## src/rtl/onehot_line_encoder.sv

```systemverilog
// One-hot line word -> 3-bit index encoder behind a 2-entry valid/ready FIFO,
// with a saturating count of non-one-hot words. Option: ONEHOT_ENC_DROP_ERR_EN.
module onehot_line_encoder #(
  parameter int CNT_W = 8
) (
  input  logic             Clock,
  input  logic             Reset,
  input  logic [7:0]       F,
  input  logic             In_Valid,
  output logic             In_Ready,
  output logic [2:0]       Code,
  output logic             Error,
  output logic             Out_Valid,
  input  logic             Out_Ready,
  output logic [CNT_W-1:0] Err_Count
);

  typedef enum logic [1:0] {
    EMPTY = 2'd0,
    ONE   = 2'd1,
    FULL  = 2'd2
  } state_t;

  typedef struct packed {
    logic       err;
    logic [2:0] code;
  } entry_t;

  state_t           state_q;
  entry_t           head_q, tail_q, enc_d;
  logic [CNT_W-1:0] cnt_q, cnt_d;
  logic             push, pop, store;

  // F[7] has priority: scanning upward, the highest set bit overwrites last.
  always_comb begin
    enc_d.code = 3'd0;
    for (int k = 0; k < 8; k++)
      if (F[k]) enc_d.code = 3'(7 - k);
    enc_d.err = (F == 8'd0) || ((F & (F - 8'd1)) != 8'd0);
  end

  assign In_Ready  = (state_q != FULL);
  assign Out_Valid = (state_q != EMPTY);
  assign push      = In_Valid && In_Ready;
  assign pop       = Out_Valid && Out_Ready;

`ifdef ONEHOT_ENC_DROP_ERR_EN
  // Errored words are counted but never enter the FIFO, so stored err is always 0.
  assign store = push && !enc_d.err;
`else
  assign store = push;
`endif

  always_comb begin
    cnt_d = cnt_q;
    if (push && enc_d.err && (cnt_q != {CNT_W{1'b1}}))
      cnt_d = cnt_q + 1'b1;
  end

  always_ff @(posedge Clock or posedge Reset) begin
    if (Reset) begin
      state_q <= EMPTY;
      head_q  <= '0;
      tail_q  <= '0;
      cnt_q   <= '0;
    end else begin
      cnt_q <= cnt_d;
      case (state_q)
        EMPTY: begin
          if (store) begin
            head_q  <= enc_d;
            state_q <= ONE;
          end
        end
        ONE: begin
          case ({store, pop})
            2'b10: begin
              tail_q  <= enc_d;
              state_q <= FULL;
            end
            2'b01: state_q <= EMPTY;
            2'b11: head_q  <= enc_d;
            default: ;
          endcase
        end
        FULL: begin
          if (pop) begin
            head_q  <= tail_q;
            state_q <= ONE;
          end
        end
        default: state_q <= EMPTY;
      endcase
    end
  end

  assign Code      = head_q.code;
  assign Error     = head_q.err;
  assign Err_Count = cnt_q;

endmodule

```

## config.mk

```make
export PLATFORM = sky130hd
export DESIGN_NAME = onehot_line_encoder
export DESIGN_NICKNAME = d
export VERILOG_FILES = /design/src/rtl/onehot_line_encoder.sv
export SDC_FILE = /design/constraint.sdc
export NUM_CORES = 1
export LEC_CHECK = 0
export CORE_UTILIZATION = 52
export CTS_BUF_LIST = sky130_fd_sc_hd__clkbuf_16
export CTS_CLUSTER_DIAMETER = 100
export DETAILED_ROUTE_END_ITERATION = 8
export PLACE_DENSITY = 0.9
export SETUP_SLACK_MARGIN = 0.5
export SYNTH_ARGS = -nofsm -noshare
export SYNTH_HDL_FRONTEND = slang
export SYNTH_SLANG_ARGS = --single-unit
```

## constraint.sdc

```tcl
create_clock -name Clock -period 3.18 [get_ports Clock]
set_clock_uncertainty 0.2 [all_clocks]
set_input_delay 0.477 -clock Clock [delete_from_list [all_inputs] [get_ports Clock]]
set_output_delay 0.477 -clock Clock [all_outputs]
set_load 0.03 [all_outputs]
```

==> results of run 1 <==
worst min path at each step:
| stage | startpoint | to | slack (ns) | cells past startpoint |
|---|---|---|---|---|
| finish | tail_q[1]$_DFFE_PP0P_ | tail_q[1]$_DFFE_PP0P_ | 0.28 | 2 |
| global route | tail_q[2]$_DFFE_PP0P_ | tail_q[2]$_DFFE_PP0P_ | 0.31 | 2 |
| CTS | tail_q[1]$_DFFE_PP0P_ | tail_q[1]$_DFFE_PP0P_ | 0.28 | 2 |
| detailed placement | tail_q[1]$_DFFE_PP0P_ | tail_q[1]$_DFFE_PP0P_ | 0.27 | 2 |
| global placement | tail_q[1]$_DFFE_PP0P_ | tail_q[1]$_DFFE_PP0P_ | 0.26 | 2 |
| floorplan | Reset | Code[0]$_DFFE_PP0P_ | 0.22 | 1 |
cell type report:
type / count / share of cell area
inverter: 5 / 0.01325
timing repair buffer: 26 / 0.1820
tap: 25 / 0.02208
sequential: 18 / 0.3180
clock buffer: 3 / 0.05300
multi-input combinational: 88 / 0.4090
clock inverter: 1 / 0.002650
cell families after synthesis:
kind of cell               count (synthesis)  share of synthesized area
buffers and inverters                      8                    0.03080
DFF                                       18                     0.4265
xor gates and xnor gates                   8                    0.06635
muxes                                      1                    0.01066
and+or+nand+nor                           51                     0.2642
adders and majority gates                  4                    0.04740
AOI/OAI and AO/OA                         24                     0.1540
critical path, stage by stage:
cell and delay, ns:
clkdlybuf4s50_1 0.59, nor4_2 0.09, or4_4 0.45, a211o_4 0.40, nand2_4 0.09, mux2_1 0.31
through the flow:
| step | cells | setup WS, ns | area (sq um) | total power, W | hold slack, ns |
|---|---|---|---|---|---|
| after floorplan | 114 | 0.9841 | 1056 | 0.0007912 | 0.2156 |
| after global placement | 162 | 0.4576 | 1331 | 0.0009993 | 0.2634 |
| after detailed placement | 162 | 0.3794 | 1331 | 0.001021 | 0.2694 |
| after CTS | 166 | 0.6095 | 1410 | 0.001271 | 0.2808 |
| after global routing | 166 | 0.6176 | 1416 | 0.001347 | 0.3081 |
| final | 166 | 0.7039 | 1416 | 0.001272 | 0.2794 |
metal layers:
layer  vias to the layer above  part of all wire  GRT usage  wire length, um
met1                       448              0.46     0.3210             1035
met3                         4             0.034    0.03462               78
li1                        463                 -          -                -
met5                         -                 0          0                0
met2                        25              0.50     0.3750             1132
met4                         0             0.011    0.06857               25
power by group through the flow:
stage / logic (W) / registers [W] / clock network, W
floorplan: 0.000272 / 0.000519 / 0
global placement: 0.000588 / 0.000411 / 0
detailed placement: 0.000605 / 0.000416 / 0
CTS: 0.000607 / 0.000414 / 0.000250
global route: 0.000654 / 0.000430 / 0.000263
finish: 0.000605 / 0.000415 / 0.000252
placed cells by master, fill, tap and decap left out, types with 3 or more instances in the layout:
cell type        count
a21oi_1              3
a31oi_1              3
and3_1               3
clkbuf_16            3
clkdlybuf4s50_1     25
dfrtp_1             18
ha_1                 4
inv_1                3
nand2_1             13
nand3_1              4
nand4_1              3
nor2_1               9
nor2b_1              3
nor3_1               4
o21ai_0              6
o31ai_1              3
xnor2_1              7
flip-flops by register name (all words and copies together) (netlist names):
| signal | count |
|---|---|
| tail_q | 4 |
| Err_Count | 8 |
| Code | 3 |
| state_q | 2 |
| Error | 1 |
==> run metrics, run 1 <==
synthesized area=1056 sq um; Int Pwr=0.0007558 W; vias=940; Filler cells=131; CP Capture Point=Err_Count[1]$_DFFE_PP0P_; Detailed Place HPWL=1685 um; reg-to-reg setup timing slack=0.90 ns; commonest cells in the netlist=dfrtp_1, nand2_1, nor2_1; drt via density=5.663; number of antenna diodes=0; Setup crit start kind=input pin; first-pass GRT wire length=3546 um; Sw Share=0.4056; Clk pwr share=0.198; end-of-flow core utilization=0.7780; Post-route DRC=0; final setup vio count=0; Root Buffer=clkbuf_16; Worst EP arrival=2.41 ns; vias in the first global route=797; clk_lat worst skew=0.25 ns; Synth area leader=dfrtp_1; row count=15; r2r startpoint=state_q[1]$_DFFE_PP0P_; Comb pwr share=0.475; I/O pins=26; Max IR drop VDD=0.7638 mV; area of the multi-input gates=579.3 sq um; Ys Warns=0; CP Data Required Time=3.11 ns; Synth Instances=114; Die X=47.07 um; clock-pin slew on the worst setup and hold paths=0.05 ns; number of synthesized register bits=18; IO Port Bufs=25; Yosys top cell area share=0.4265; Total GRT Usage=0.2306; layout cell share with drive strength beyond 1=0.08511; global route overflow=0; minimum clock period=2.476 ns; largest net degree at the start of global routing=19; PwrDens=897.8 nW/um^2; Yosys cell types=38; crit path from=F[2]; initial core utilization=0.5801; CP Capture Type=flop; die area=2215 sq um; die height=47.07 um; Worst Tran Pin Value=0.6788 ns; Final Hold Fails=0; Core Box Area=1821 sq um; fin crit share=0.7787; Num CTS Buffers=3; type of the most critical hold path=reg -> reg; primary flip-flop cell chosen by synthesis mapping=dfrtp_1; Setup Crit Path Kind=in -> reg; drt wl/cell=13.68 um; maxcap violations=0; Register Area=450.4 sq um; syn_area_per_cell=9.263 sq um; initial drt markers=23; sequential power share=0.326; Clock Sinks=18; total wire length=2271 um; Critical Path Fanout Max=7; Slew HR=0.5470; setup_tns=0 ns; post_cts resized=0; Reg2Reg Depth=8; outcome=finished clean; Post-synth EDFFs=0; CTS tree=yes; Peak Freq=0.4039 GHz; unrepaired setup endpoints after global routing=no; initial antenna violation count=0; reg2reg end=state_q[1]$_DFFE_PP0P_; H-tree depth=1; Leak Pwr=0.5784 nW; Post-CTS Setup Bufs=0; drt pass-1 iters=4; synthesized net count=130; switching power=0.0005158 W; max-slew violations=0; main area contributors after synthesis=dfrtp_1, xnor2_1, ha_1; Hold-fix buffers, CTS=0; Async SR Flop Fraction=1.000; top-count cell post-synth=dfrtp_1; post-route antenna net violation count=0; Seq/Total Area, Yosys=0.4265; Routability Congestion=0.7837; area delta synth->final=34.12%; Nets=158; Max clock buf depth=2
Power figures use the tool's default switching activity.
==> run 2: changes to the inputs <==
- CORE_UTILIZATION: 52 -> 48
- PLACE_DENSITY: 0.9 -> 0.84
- clock period: 3.18 -> 2.55 ns (I/O delays scaled with it)
==> run 2 against run 1 <==
Compared with the run above:
- critical path depth rose by 2
- sequential cell count stayed put
- via count up 14%
- first-iteration DRC count shrank 17%
- count of clock-buffer cells in the layout unchanged
- final area is 14% higher
- worst setup slack got worse by 0.22 ns
- clock power up 23%
- die area up 8.0%
- sequential share of layout area fell by 3.8 points
==> run metrics, run 2 (synthesis results as in run 1) <==
largest net degree at the start of global routing=19 (unchanged); total wire length=3080 um (+36%); initial drt markers=19 (-17%); most frequent cells in the layout=dfrtp_1, clkdlybuf4s50_1, buf_4; Critical Path Fanout Max=8 (+1); PwrDens=1082 nW/um^2 (+20%); Post-Layout Cell Count=182 (+9.6%); outcome=finished clean; Largest register FFs=8 (unchanged); vias in the first global route=1056 (+32%); final setup vio count=0 (unchanged); CP Data Required Time=2.45 ns (-0.66 ns); Routability Congestion=0.8197 (+4.6%); DR top layer=met4; DP Area=1445 sq um (+8.6%); Core Box Area=2022 sq um (+11%); Nets=173 (+9.5%); Worst EP arrival=1.97 ns (-0.44 ns); IO Port Bufs=25 (unchanged); clock-pin slew on the worst setup and hold paths=0.05 ns (about the same); maxcap violations=0 (unchanged); CP Capture Type=flop; Total GRT Usage=0.2728 (+0.04220); layout cell share with drive strength beyond 1=0.2452 (+0.1601); first-pass GRT wire length=4885 um (+38%); Detailed Place HPWL=1946 um (+15%); met3 routed WL=173 um (+120%); Final Cell Area=1619 sq um (+14%); wl on met1=1198 um (+16%); drt via density=5.901 (+4.2%); Clock Sinks=18 (unchanged); Hold-fix buffers, CTS=0 (unchanged); type of the most critical hold path=reg -> reg; fin crit share=0.8119; vias=1074 (+14%); Slew HR=0.5358 (-0.01117); setup_tns=0 ns (unchanged); Max IR drop VDD=0.7440 mV (-2.6%); end-of-flow core utilization=0.8007 (+0.02274); global route overflow=0 (unchanged); minimum clock period=2.070 ns; max-slew violations=0 (unchanged); die area=2392 sq um (+8.0%); Root Buffer=clkbuf_16; Max clock buf depth=2 (unchanged); H-tree depth=1 (unchanged); Worst Tran Pin Value=0.6955 ns (+0.01673 ns); I/O pins=26 (unchanged); Die X=48.91 um (+3.9%); number of antenna diodes=0 (unchanged); drt wl/cell=16.92 um (+24%); Final Hold Fails=0 (unchanged); unrepaired setup endpoints after global routing=yes; drt pass-1 iters=4 (unchanged); Leak Pwr=0.6759 nW (+17%); row count=16 (+1); initial antenna violation count=0 (unchanged); Post-route DRC=0 (unchanged); area delta synth->final=53.32%; initial core utilization=0.5223 (-0.05779); Setup crit start kind=flop; placed cell count=174 (+7.4%); clk_lat worst skew=0.25 ns (about the same); met2 wire len=1549 um (+37%); Peak Freq=0.4830 GHz; Setup Crit Path Kind=reg -> reg; CTS tree=yes; die height=48.91 um (+3.9%); Num CTS Buffers=3 (unchanged); post-route antenna net violation count=0 (unchanged)
[run 2: worst paths after layout]
path | start | end | cells past startpoint | slack, ns
min in group asynchronous | Reset | Code[0]$_DFFE_PP0P_ | 2 | 0.34
worst min register to register | tail_q[0]$_DFFE_PP0P_ | tail_q[0]$_DFFE_PP0P_ | 2 | 0.29
worst max register to register | state_q[0]$_DFFE_PP0P_ | Error$_DFFE_PP0P_ | 8 | 0.48
worst min-delay path | tail_q[0]$_DFFE_PP0P_ | tail_q[0]$_DFFE_PP0P_ | 2 | 0.29
max in group asynchronous | Reset | state_q[0]$_DFFE_PP0P_ | 2 | 1.32
worst max-delay path | state_q[0]$_DFFE_PP0P_ | Error$_DFFE_PP0P_ | 8 | 0.48
[run 2: routing by layer]
layer	vias to the layer above	track usage
met3	20	0.07477
met1	512	0.2800
met4	0	0.1373
li1	496	-
met5	-	0
met2	46	0.5023
[run 2: area by class of cell]
class | count | area (sq um)
flip-flops and latches | 18 | 452.9
multi-input cells | 88 | 656.9
clock buffers | 3 | 75.07
fillers | 122 | 402.9
repair buffers | 41 | 371.6
well taps | 27 | 33.78
inverters | 5 | 28.78
[run 2: worst max-delay path, stage by stage, from the launching register on]
cell and delay, ns:
dfrtp_2 0.46, or2_4 0.26, nand2_2 0.12, inv_1 0.09
ha_1 0.21, a21oi_2 0.19, o21ai_4 0.12, o21ai_1 0.19
a41oi_1 0.08
[run 2: stage by stage]
step	worst slack, ns	hold slack [ns]	power (W)
final	0.4797	0.2872	0.001751
after global routing	0.4269	0.3140	0.001854
after CTS	0.5065	0.2850	0.001682
after detailed placement	-0.1056	0.2739	0.001350
after global placement	0.02758	0.2590	0.001319
after floorplan	0.5064	0.1211	0.001034
[run 2: what timing repair did]
action                     4_1_cts  5_1_grt
setup endpoints to repair       16        8
pin swaps                        6        5
gates cloned                     0        0
buffers inserted                 1        4
gates resized for setup         23        5
[run 2: where the power goes]
part | internal, W | leakage, nW | switching, W
clock network | 0.000206 | 0.0370 | 0.000103
registers | 0.000406 | 0.216 | 0.000126
logic | 0.000408 | 0.423 | 0.000501
